<file path="config.mk">
export PLATFORM = sky130hd
export DESIGN_NAME = bcd_conv_arbiter
export DESIGN_NICKNAME = d
export VERILOG_FILES = /design/src/rtl/bcd_conv_arbiter.sv
export SDC_FILE = /design/constraint.sdc
export NUM_CORES = 1
export LEC_CHECK = 0
export ABC_AREA = 1
export BUFFER_PORTS_ARGS = -buffer_cell sky130_fd_sc_hd__buf_2
export CAP_MARGIN = 20
export CORE_UTILIZATION = 50
export DETAILED_ROUTE_END_ITERATION = 10
export PLACE_DENSITY = 0.75
export SLEW_MARGIN = 20
export SYNTH_ARGS = -nofsm -noshare
export SYNTH_HDL_FRONTEND = slang
export SYNTH_SLANG_ARGS = --single-unit
</file>
<file path="constraint.sdc">
create_clock -name sys_clk -period 1.3 [get_ports sys_clk]
set_input_delay 0 -clock sys_clk [delete_from_list [all_inputs] [get_ports sys_clk]]
set_output_delay 0 -clock sys_clk [all_outputs]
set_load 0.01 [all_outputs]
</file>
<file path="src/rtl/bcd_conv_arbiter.sv">
// Two-requester front end sharing one iterative double-dabble binary-to-BCD engine.
// Define BCD_ARB_RR_EN for round-robin tie breaking; default build uses fixed priority (requester 0).
module bcd_conv_arbiter #(
  parameter int DATA_W = 16,
  parameter int DIGITS = 5
) (
  input  logic                  sys_clk,
  input  logic                  sys_rst_n,
  input  logic                  req0_valid,
  input  logic [DATA_W-1:0]     req0_data,
  output logic                  req0_ready,
  input  logic                  req1_valid,
  input  logic [DATA_W-1:0]     req1_data,
  output logic                  req1_ready,
  output logic                  bcd_valid,
  output logic                  bcd_id,
  output logic [4*DIGITS-1:0]   bcd_code,
  output logic                  busy
);

  localparam int BCD_W = 4 * DIGITS;
  localparam int CNT_W = $clog2(DATA_W + 1);
  localparam logic [CNT_W-1:0] LAST_CNT = CNT_W'(DATA_W - 1);

  typedef enum logic [1:0] {IDLE, SHIFT, DONE} state_t;

  state_t              state_q;
  logic [DATA_W-1:0]   bin_q;
  logic [BCD_W-1:0]    bcd_q;
  logic [CNT_W-1:0]    cnt_q;
  logic                id_q;
  logic                last_id_q;
  logic                bcd_valid_q;
  logic                bcd_id_q;
  logic [BCD_W-1:0]    bcd_code_q;

  logic                grant_d;
  logic                accept_d;
  logic [BCD_W-1:0]    bcd_adj_d;
  logic [BCD_W+DATA_W-1:0] shift_d;

`ifdef BCD_ARB_RR_EN
  always_comb begin
    grant_d = 1'b0;
    if (req0_valid && req1_valid) grant_d = ~last_id_q;
    else if (req1_valid)          grant_d = 1'b1;
  end
`else
  always_comb begin
    grant_d = ~req0_valid & req1_valid;
  end
`endif

  // Readys are forced low while reset is asserted, not just after the first edge.
  assign req0_ready = sys_rst_n & (state_q == IDLE) & ~grant_d;
  assign req1_ready = sys_rst_n & (state_q == IDLE) &  grant_d;
  assign accept_d   = (req0_valid & req0_ready) | (req1_valid & req1_ready);

  // Add-3 correction is per digit with no carry; a digit >= 5 can never exceed 12 here.
  always_comb begin
    bcd_adj_d = bcd_q;
    for (int d = 0; d < DIGITS; d++) begin
      if (bcd_q[4*d +: 4] >= 4'd5) bcd_adj_d[4*d +: 4] = bcd_q[4*d +: 4] + 4'd3;
    end
    shift_d = {bcd_adj_d, bin_q} << 1;
  end

  always_ff @(posedge sys_clk or negedge sys_rst_n) begin
    if (!sys_rst_n) begin
      state_q     <= IDLE;
      bin_q       <= '0;
      bcd_q       <= '0;
      cnt_q       <= '0;
      id_q        <= 1'b0;
      last_id_q   <= 1'b1;
      bcd_valid_q <= 1'b0;
      bcd_id_q    <= 1'b0;
      bcd_code_q  <= '0;
    end else begin
      case (state_q)
        IDLE: begin
          if (accept_d) begin
            bin_q   <= grant_d ? req1_data : req0_data;
            bcd_q   <= '0;
            id_q    <= grant_d;
            cnt_q   <= '0;
            state_q <= SHIFT;
          end
        end
        SHIFT: begin
          bcd_q <= shift_d[BCD_W+DATA_W-1:DATA_W];
          bin_q <= shift_d[DATA_W-1:0];
          cnt_q <= cnt_q + 1'b1;
          // Result registers load on the final shift so they are valid alongside the DONE strobe.
          if (cnt_q == LAST_CNT) begin
            bcd_code_q  <= shift_d[BCD_W+DATA_W-1:DATA_W];
            bcd_id_q    <= id_q;
            bcd_valid_q <= 1'b1;
            state_q     <= DONE;
          end
        end
        DONE: begin
          bcd_valid_q <= 1'b0;
          last_id_q   <= id_q;
          state_q     <= IDLE;
        end
        default: state_q <= IDLE;
      endcase
    end
  end

  assign bcd_valid = bcd_valid_q;
  assign bcd_id    = bcd_id_q;
  assign bcd_code  = bcd_code_q;
  assign busy      = (state_q != IDLE);

endmodule

</file>
==> impl_metrics.ini, run 1 <==
[outcome]
outcome = finished, violations left
violations = design-rule violations, negative setup slack

[yosys]
yosysMostFrequentCell = nand2_1
synth_edf_count = 0
synth_area_per_cell_um2 = 7.64
ys.flop_type = dfrtp_1
synth_cell_types = 20
ys_warn_count = 0
synth-seq-cells = 66
synth_seq_area_share_pct = 48.1
synthesis.nets = 498
yosys-top-cells-count = nand2_1 (203), nand3_1 (71), dfrtp_1 (66), inv_1 (29), o21ai_0 (20)
synth_area_leaders = dfrtp_1 (48%), nand2_1 (22%), nand3_1 (10%)
synth_top_area_cell = dfrtp_1
async_flop_share_pct = 100
synth_cells = 450
synth_top_cell_area_share_pct = 48.1
synth_area_um2 = 3440

[critical_path]
crit_type = register to register
slowest_delay_ps = 360
arrival_ps = 1590
cp-end-kind = register
path_cells = ha_2, nand2_1, nor2_1, ha_2, nand2_4, buf_12, nand2_1, o21ai_1
cp_slowest_cell = dfrtp_1
crit_path_start_kind = register
crit_required_ps = 1530
worst-path-max-fanout = 12

[routing]
wire_per_inst_um = 13.3
drtAntennaViolNets = 0
via_per_inst = 5.23
routed_wl_mm = 8.74
drt-pass1-iter-count = 8
vias = 3423
drc = 4
drt_iter0_markers = 185

[floorplanning]
fp.dieW_um = 84.9
core_um2 = 6490
num_io_pins = 61
fp.dieH_um = 84.9
start_util_pct = 52.9
fp.dieArea_um2 = 7210
fp-row-count = 29

[timing]
clock.fmax_mhz = 734
rsz0062_at_grt = yes
hold_ws_ps = 43.7
worstMarginPinSlew_ps = 565
fin_crit_ps = 1360
worst_slack_ps = -62.5
final.setup_skew_ps = 8.27
hold_viol = 0
finalSetupViolCount = 25
maxSlewHeadroom_pct = 62.3
fin_crit_sh_pct = 105
slew_violations = 0

[placed_design]
placed_area_um2 = 3960
port_buffers = 60
hpwl_mm = 5.31
routabilityCongestion = 0.861

[layout]
multi_input_area_um2 = 1650
diodes = 0
area_growth_syn_to_layout_pct = 35.8
nets = 622
utilization_pct = 71.9
final_area_um2 = 4670
fill_cells = 487
seqCellArea_um2 = 1650
drive_gt1_share_pct = 26.5

[clocking]
cts_max_level = 3
ctsRootBufferMaster = clkbuf_8
cts_tree = built
clock_sinks = 66
path_clk_slew_ps = 70
clock_latency_ps = 340
cts_buffer_depth = 2
tritoncts.num_buffers = 9

[global_routing]
grt_use_met1_pct = 29.7
grt_max_degree = 46
grt_antenna_before_repair = 0
globalRouteTotalUtil_pct = 24.8
use_met2_pct = 43.2
grt-busiest-layer = met2
grt_pass1_wl_mm = 14.1
grt_pass1_vias = 3275
grt_overflow_total = 0
met3_usage_pct = 4.67

[pwr]
vdd_ir_drop_max_mv = 0.831
seqPwrFrac_pct = 33.9
power.switching_mw = 4.55
clkPwrFrac_pct = 15.6
p_per_area_nw_per_um2 = 2310
p_int_mw = 6.22
power.leakage_nw = 2.53
power.share.switching_pct = 42.3
combPwrFrac_pct = 50.6

[job]
drv_cap = 0

[min_path]
hold_class = input pin to register
final cells by class:
type,instances,share of cell area (%)
repair inverters,1,0.161
inverters,33,3.00
multi-input cells,335,35.4
repair buffers,128,20.0
clock buffers,12,3.11
well taps,77,2.06
flip-flops and latches,66,35.4
clock inverters,3,0.858
cell usage in the layout, fill, tap and decap left out:
cell type	count
nand2_1	185
nand3_1	66
dfrtp_1	66
buf_2	59
dlygate4sd3_1	31
buf_4	31
inv_1	23
nand2_2	16
o21ai_0	16
clkbuf_8	10
ha_1	9
nand4_1	8
nor2_1	7
inv_2	6
buf_6	5
nand3_2	4
o21bai_1	4
o21ai_1	4
nand2_4	3
a21oi_1	3
ha_2	3
inv_4	2
clkinvlp_4	2
nand3_4	2
clkinv_2	2
clkbuf_1	2
buf_12	2
nor2_4	1
nor2_2	1
inv_8	1
o22ai_1	1
a21oi_2	1
or2_2	1
bufinv_16	1
state kept, by name, summed over array words and instances, names as in the netlist:
signal / count
bcd_code: 20
bcd_q: 20
bin_q: 16
cnt_q: 5
state_q: 2
bcd_id: 1
bcd_valid: 1
id_q: 1
worst max-delay path, delay by kind of cell (launching register included):
| kind | cells | cell delay (ps) |
|---|---|---|
| buffers and inverters | 1 | 160 |
| DFF | 1 | 360 |
| and+or+nand+nor | 4 | 300 |
| adders and majority gates | 2 | 390 |
| AOI/OAI and AO/OA | 1 | 60 |
path summary, 6_finish.rpt:
check	from	end	slack [ps]	depth (start not counted)
max	cnt_q[1]	bcd_code[3]	-60	8
min	req0_data[0]	bin_q[0]	40	5
max reg2reg	cnt_q[1]	bcd_code[3]	-60	8
min reg2reg	bcd_code[12]	bcd_code[12]	480	2
max in group asynchronous	sys_rst_n	bcd_q[6]	460	3
min in group asynchronous	sys_rst_n	bcd_code[2]	320	3
power groups by stage:
stage / Clock, mW / Combinational, mW / Sequential [mW]
2_1_floorplan: 0 / 3.17 / 3.67
3_3_place_gp: 0 / 4.61 / 3.59
3_5_place_dp: 0 / 4.75 / 3.63
4_1_cts: 1.71 / 5.03 / 3.61
5_1_grt: 1.79 / 6.10 / 3.76
6_report: 1.68 / 5.45 / 3.65
metrics by stage:
stage | instances | power (mW) | worst slack, ps | setup TNS (ps)
after floorplan | 450 | 6.84 | -52.5 | -765
after global placement | 598 | 8.20 | -28.9 | -367
after detailed placement | 598 | 8.37 | -85.5 | -1380
after CTS | 646 | 10.4 | -53.7 | -755
after global routing | 655 | 11.6 | -170 | -4590
final | 655 | 10.8 | -62.5 | -1080
repair_timing:
item                       in CTS  in global routing
resized for setup              18                 31
pin swaps                       4                  5
setup endpoints to repair      32                 58
buffers inserted                2                  8
hold buffers                   31                  0
cloned                          0                  1
hold endpoints to repair       82                  0
metal layers:
metal	wire length, um	share of wire (%)
met5	0	0
met4	186	2.1
met1	3720	43
met3	432	4.9
met2	4400	50
logic make-up after synthesis:
group | Yosys count | share of synthesized area [%]
DFF | 66 | 48.1
adders and majority gates | 12 | 4.37
and+or+nand+nor | 294 | 36.2
AOI/OAI and AO/OA | 29 | 4.55
buffers and inverters | 49 | 6.84
No activity file was read; power rests on OpenSTA's default activity.
==> inputs of run 2 (changes only) <==
--- a/config.mk
+++ b/config.mk
@@ -8,9 +8,8 @@
 export ABC_AREA = 1
 export BUFFER_PORTS_ARGS = -buffer_cell sky130_fd_sc_hd__buf_2
 export CAP_MARGIN = 20
-export CORE_UTILIZATION = 50
+export CORE_UTILIZATION = 40
 export DETAILED_ROUTE_END_ITERATION = 10
-export PLACE_DENSITY = 0.75
 export SLEW_MARGIN = 20
 export SYNTH_ARGS = -nofsm -noshare
 export SYNTH_HDL_FRONTEND = slang
==> impl_metrics.ini, run 2 (synthesized netlist as in run 1, its figures left out) <==
[outcome]
outcome = finished, violations left
violations = negative setup slack

[layout]
nets = 626
diodes = 0
area_growth_syn_to_layout_pct = 40.2
drive_gt1_share_pct = 29.0
layout_common_cells = nand2_1 (184), nand3_1 (64), dfrtp_1 (64), buf_2 (60), dlygate4sd3_1 (33)
fill_cells = 750
layout_commonest_cell = nand2_1
utilization_pct = 58.4

[critical_path]
worst-path-max-fanout = 5
arrival_ps = 1590
crit_top_cell = nand2_1
slowest_delay_ps = 350
crit_required_ps = 1520
cp-end-kind = register
crit_path_start_kind = register
critPathBufInv = 1
crit_type = register to register
path_cells = ha_2, nand2_1, nor2_1, ha_2, nand2_4, buf_4, nand2_1, nand2_1
r2r_cells = 8
worstSetupPathDepth = 8
critPathTopFamily = adder cells
cp_slowest_cell = dfrtp_1

[global_routing]
grt_max_degree = 54
grt_overflow_total = 0
grt_antenna_before_repair = 0
grt_pass1_vias = 3257
globalRouteTotalUtil_pct = 21.2
grt_pass1_wl_mm = 14.7

[job]
drv_cap = 0

[pwr]
seqPwrFrac_pct = 33.2
clkPwrFrac_pct = 13.6
finalPower_mw = 11.0
power.share.switching_pct = 42.3
power.switching_mw = 4.67
vdd_ir_drop_max_mv = 0.798
power.leakage_nw = 2.55
combPwrFrac_pct = 53.2
p_int_mw = 6.36
p_per_area_nw_per_um2 = 2290

[routing]
wire_per_inst_um = 13.0
drtAntennaViolNets = 0
drt-pass1-iter-count = 4
drc = 0
via_per_inst = 4.86
drt_iter0_markers = 144
vias = 3342
routed_wl_mm = 8.92

[floorplanning]
fp.dieArea_um2 = 8970
fp.dieH_um = 94.7
fp-row-count = 33
num_io_pins = 61
fp.dieW_um = 94.7
start_util_pct = 41.6
core_um2 = 8260

[clocking]
cts_buffer_depth = 2
clock_latency_ps = 330
path_clk_slew_ps = 60
tritoncts.num_buffers = 9
cts_tree = built
clock_sinks = 66
ctsRootBufferMaster = clkbuf_8
cts_max_level = 3

[timing]
clock.fmax_mhz = 732
setup-tns-final_ps = -1070
maxSlewHeadroom_pct = 56.1
worst_slack_ps = -65.2
hold_ws_ps = 21.6
rsz0062_at_grt = yes
worstMarginPinSlew_ps = 659
slew_violations = 0
finalSetupViolCount = 21
fin_crit_ps = 1370
hold_viol = 0
final.setup_skew_ps = 6.58
fin_crit_sh_pct = 105

[placed_design]
hpwl_mm = 5.59
routabilityCongestion = 0.838
port_buffers = 60

[min_path]
hold_path_depth = 5
hold_class = input pin to register
-- run 2: what timing repair did --
action	in CTS	in global routing
endpoints found under the hold margin	82	0
setup endpoints to repair	29	50
hold buffers	33	0
buffers inserted	0	11
resized for setup	10	62
pin swaps	2	12
cloned	0	1
-- run 2: power by group through the flow --
stage	combinational [mW]	sequential (mW)	clock [mW]
after floorplan	3.17	3.67	0
after global placement	4.73	3.63	0
after detailed placement	4.83	3.64	0
after CTS	4.98	3.61	1.56
after global routing	6.64	3.78	1.63
final	5.87	3.67	1.50
-- run 2: worst paths after layout --
check / end / startpoint / slack (ps)
max: bcd_code[6] / cnt_q[1] / -70
max reg2reg: bcd_code[6] / cnt_q[1] / -70
min: bin_q[0] / req0_data[0] / 20
min in group asynchronous: bin_q[6] / sys_rst_n / 440
min reg2reg: bcd_code[0] / bcd_code[0] / 480
max in group asynchronous: bcd_q[4] / sys_rst_n / 270
-- run 2: per-stage QoR --
| step | instances | area [um2] | setup slack (ps) |
|---|---|---|---|
| floorplan | 450 | 3450 | -52.5 |
| global placement | 627 | 3990 | -46.3 |
| detailed placement | 627 | 3990 | -81.0 |
| CTS | 675 | 4520 | -63.1 |
| global route | 687 | 4820 | -159 |
| finish | 687 | 4820 | -65.2 |
-- run 2: final cells by class --
cell class                      count  area [um2]  share of cell area (%)
Timing Repair Buffer              133         991                    20.6
Sequential cell                    66        1650                    34.3
Multi-Input combinational cell    335        1730                    36.0
Tap cell                          105         131                    2.73
Clock inverter                      3        15.0                   0.312
Inverter                           33         140                    2.91
Clock buffer                       12         155                    3.22
-- run 2: layer usage --
layer	wire length [um]	global-route usage, %	share of wire (%)	up-vias
met5	0	0	0	-
met4	104	9.09	1.2	0
li1	-	-	-	1706
met1	4130	27.2	46	1550
met3	373	3.86	4.2	8
met2	4310	35.1	48	78
-- run 2: worst reg2reg max path: cells and delay by family, from the launching register on --
family	cells	cell delay (ps)
AND/OR/NAND/NOR	5	350
buffers and inverters	1	170
flip-flops	1	350
adder cells (fa/ha/maj)	2	390
==> inputs of run 3 (changes only) <==
--- a/config.mk
+++ b/config.mk
@@ -6,7 +6,7 @@
 export NUM_CORES = 1
 export LEC_CHECK = 0
 export ABC_AREA = 1
-export BUFFER_PORTS_ARGS = -buffer_cell sky130_fd_sc_hd__buf_2
+export BUFFER_PORTS_ARGS = -buffer_cell sky130_fd_sc_hd__buf_4
 export CAP_MARGIN = 20
 export CORE_UTILIZATION = 40
 export DETAILED_ROUTE_END_ITERATION = 10
==> impl_metrics.ini, run 3 (synthesized netlist as in run 1, its figures left out) <==
[outcome]
outcome = finished, violations left
violations = negative setup slack

[layout]
drive_gt1_share_pct = 32.6
diodes = 0
layout_common_cells = nand2_1 (173), buf_4 (90), dfrtp_1 (65), nand3_1 (63), dlygate4sd3_1 (32)
fill_cells = 723
area_growth_syn_to_layout_pct = 49.5
layout_commonest_cell = nand2_1
nets = 632

[critical_path]
slowest_delay_ps = 350
crit_top_cell = nand2_1
crit_required_ps = 1530
r2r-end = bcd_code[6]
r2r_cells = 8
crit_type = register to register
worst-path-max-fanout = 5
path_cells = ha_2, nand2_1, nor2_1, ha_2, nand2_4, buf_4, nand2_1, nand2_1
arrival_ps = 1590
cp-end-kind = register
crit_path_start_kind = register
timing.rr.start = cnt_q[1]
cp_slowest_cell = dfrtp_1
reg2reg_slack_ps = -50

[routing]
vias = 3423
via_per_inst = 4.93
drc = 0
routed_wl_mm = 9.24
wire_per_inst_um = 13.3
drtAntennaViolNets = 0
drt_iter0_markers = 132
drt-pass1-iter-count = 4

[timing]
fin_crit_ps = 1350
hold_ws_ps = 40.0
slew_violations = 0
final.setup_skew_ps = 10.1
clock.fmax_mhz = 739
worstMarginPinSlew_ps = 868
rsz0062_at_grt = yes
fin_crit_sh_pct = 104
maxSlewHeadroom_pct = 42.0
hold_viol = 0
worst_slack_ps = -53.0
finalSetupViolCount = 34

[clocking]
path_clk_slew_ps = 70
clock_latency_ps = 340
cts_buffer_depth = 2
cts_tree = built
ctsRootBufferMaster = clkbuf_8
cts_max_level = 3
clock_sinks = 66
tritoncts.num_buffers = 9

[min_path]
hold_class = input pin to register
min_from = req0_data[0]
hold_path_depth = 5
min_to = bin_q[0]

[pwr]
p_per_area_nw_per_um2 = 2320
vdd_ir_drop_max_mv = 0.729
finalPower_mw = 11.9
power.leakage_nw = 2.69

[global_routing]
globalRouteTotalUtil_pct = 20.8
grt_antenna_before_repair = 0
grt_overflow_total = 0
grt_max_degree = 48
grt_pass1_wl_mm = 14.4
grt_pass1_vias = 3163

[floorplanning]
start_util_pct = 41.6
fp.dieW_um = 94.7
fp-row-count = 33
fp.dieArea_um2 = 8970
fp.dieH_um = 94.7
num_io_pins = 61
core_um2 = 8260

[placed_design]
hpwl_mm = 5.75
port_buffers = 60
routabilityCongestion = 0.878

[job]
drv_cap = 0
-- run 3: cell types whose count changed in the layout (fill, tap and decap cells not counted), moves of 3 or more --
cell,before,now
buf_2,60,0
buf_4,32,90
buf_6,4,9
clkinv_2,4,1
nand2_1,184,173
nand2_2,16,25
o21ai_0,16,10
o21ai_2,0,6
-- run 3: worst max path at each step --
stage / start / end / slack [ps] / depth (start not counted)
2_1_floorplan: cnt_q[0] / bcd_code[11] / -50 / 8
3_3_place_gp: cnt_q[1] / bcd_code[3] / -50 / 8
3_5_place_dp: cnt_q[1] / bcd_code[15] / -80 / 8
4_1_cts: cnt_q[1] / bcd_code[6] / -50 / 8
5_1_grt: cnt_q[1] / bcd_code[9] / -140 / 8
6_report: cnt_q[1] / bcd_code[6] / -50 / 8
-- run 3: report_power, final --
group / internal (mW) / switching [mW] / leakage [nW] / total (mW)
clock: 0.992 / 0.778 / 0.101 / 1.77
sequential: 3.01 / 0.668 / 0.821 / 3.68
combinational: 2.90 / 3.57 / 1.76 / 6.46
total: 6.90 / 5.01 / 2.69 / 11.9
-- run 3: final cells by class --
| type | count | area (um2) | area share (%) |
|---|---|---|---|
| Multi-Input combinational cell | 335 | 1790 | 34.8 |
| Clock inverter | 2 | 35.0 | 0.682 |
| Inverter | 33 | 163 | 3.16 |
| Timing Repair Buffer | 135 | 1170 | 22.8 |
| Timing Repair inverter | 4 | 38.8 | 0.755 |
| Clock buffer | 14 | 163 | 3.16 |
| Sequential cell | 66 | 1650 | 32.2 |
| Tap cell | 105 | 131 | 2.56 |
-- run 3: per-stage QoR --
| step | utilization, % | setup TNS [ps] | setup slack, ps | cells | cell area (um2) |
|---|---|---|---|---|---|
| 3_5_place_dp | 50.3 | -1380 | -77.7 | 629 | 4160 |
| 5_1_grt | 62.2 | -4400 | -138 | 694 | 5140 |
| 4_1_cts | 57.3 | -1240 | -51.2 | 680 | 4730 |
| 3_3_place_gp | 50.3 | -754 | -48.5 | 629 | 4160 |
| 2_1_floorplan | - | -765 | -52.5 | 450 | 3450 |
| 6_report | 62.2 | -1050 | -53.0 | 694 | 5140 |
-- run 3: per-layer routing --
layer / part of all wire [%] / global-route usage (%) / vias to the layer above / wire length (um)
li1: - / - / 1720 / -
met1: 44 / 26.6 / 1604 / 4090
met2: 50 / 35.0 / 85 / 4620
met3: 4.1 / 3.38 / 14 / 378
met4: 1.5 / 8.59 / 0 / 141
met5: 0 / 0 / - / 0
-- run 3: critical path, delay by kind of cell (launching register included) --
kind | cells | cell delay [ps]
adders and majority gates | 2 | 390
DFF | 1 | 350
and+or+nand+nor | 5 | 340
buffers and inverters | 1 | 160
-- run 3: repair_timing --
action	4_1_cts	5_1_grt
setup buffers	2	9
setup endpoints to repair	31	63
hold endpoints to repair	82	0
pin swaps	3	10
cloned	0	5
resized for setup	13	97
hold buffers	33	0
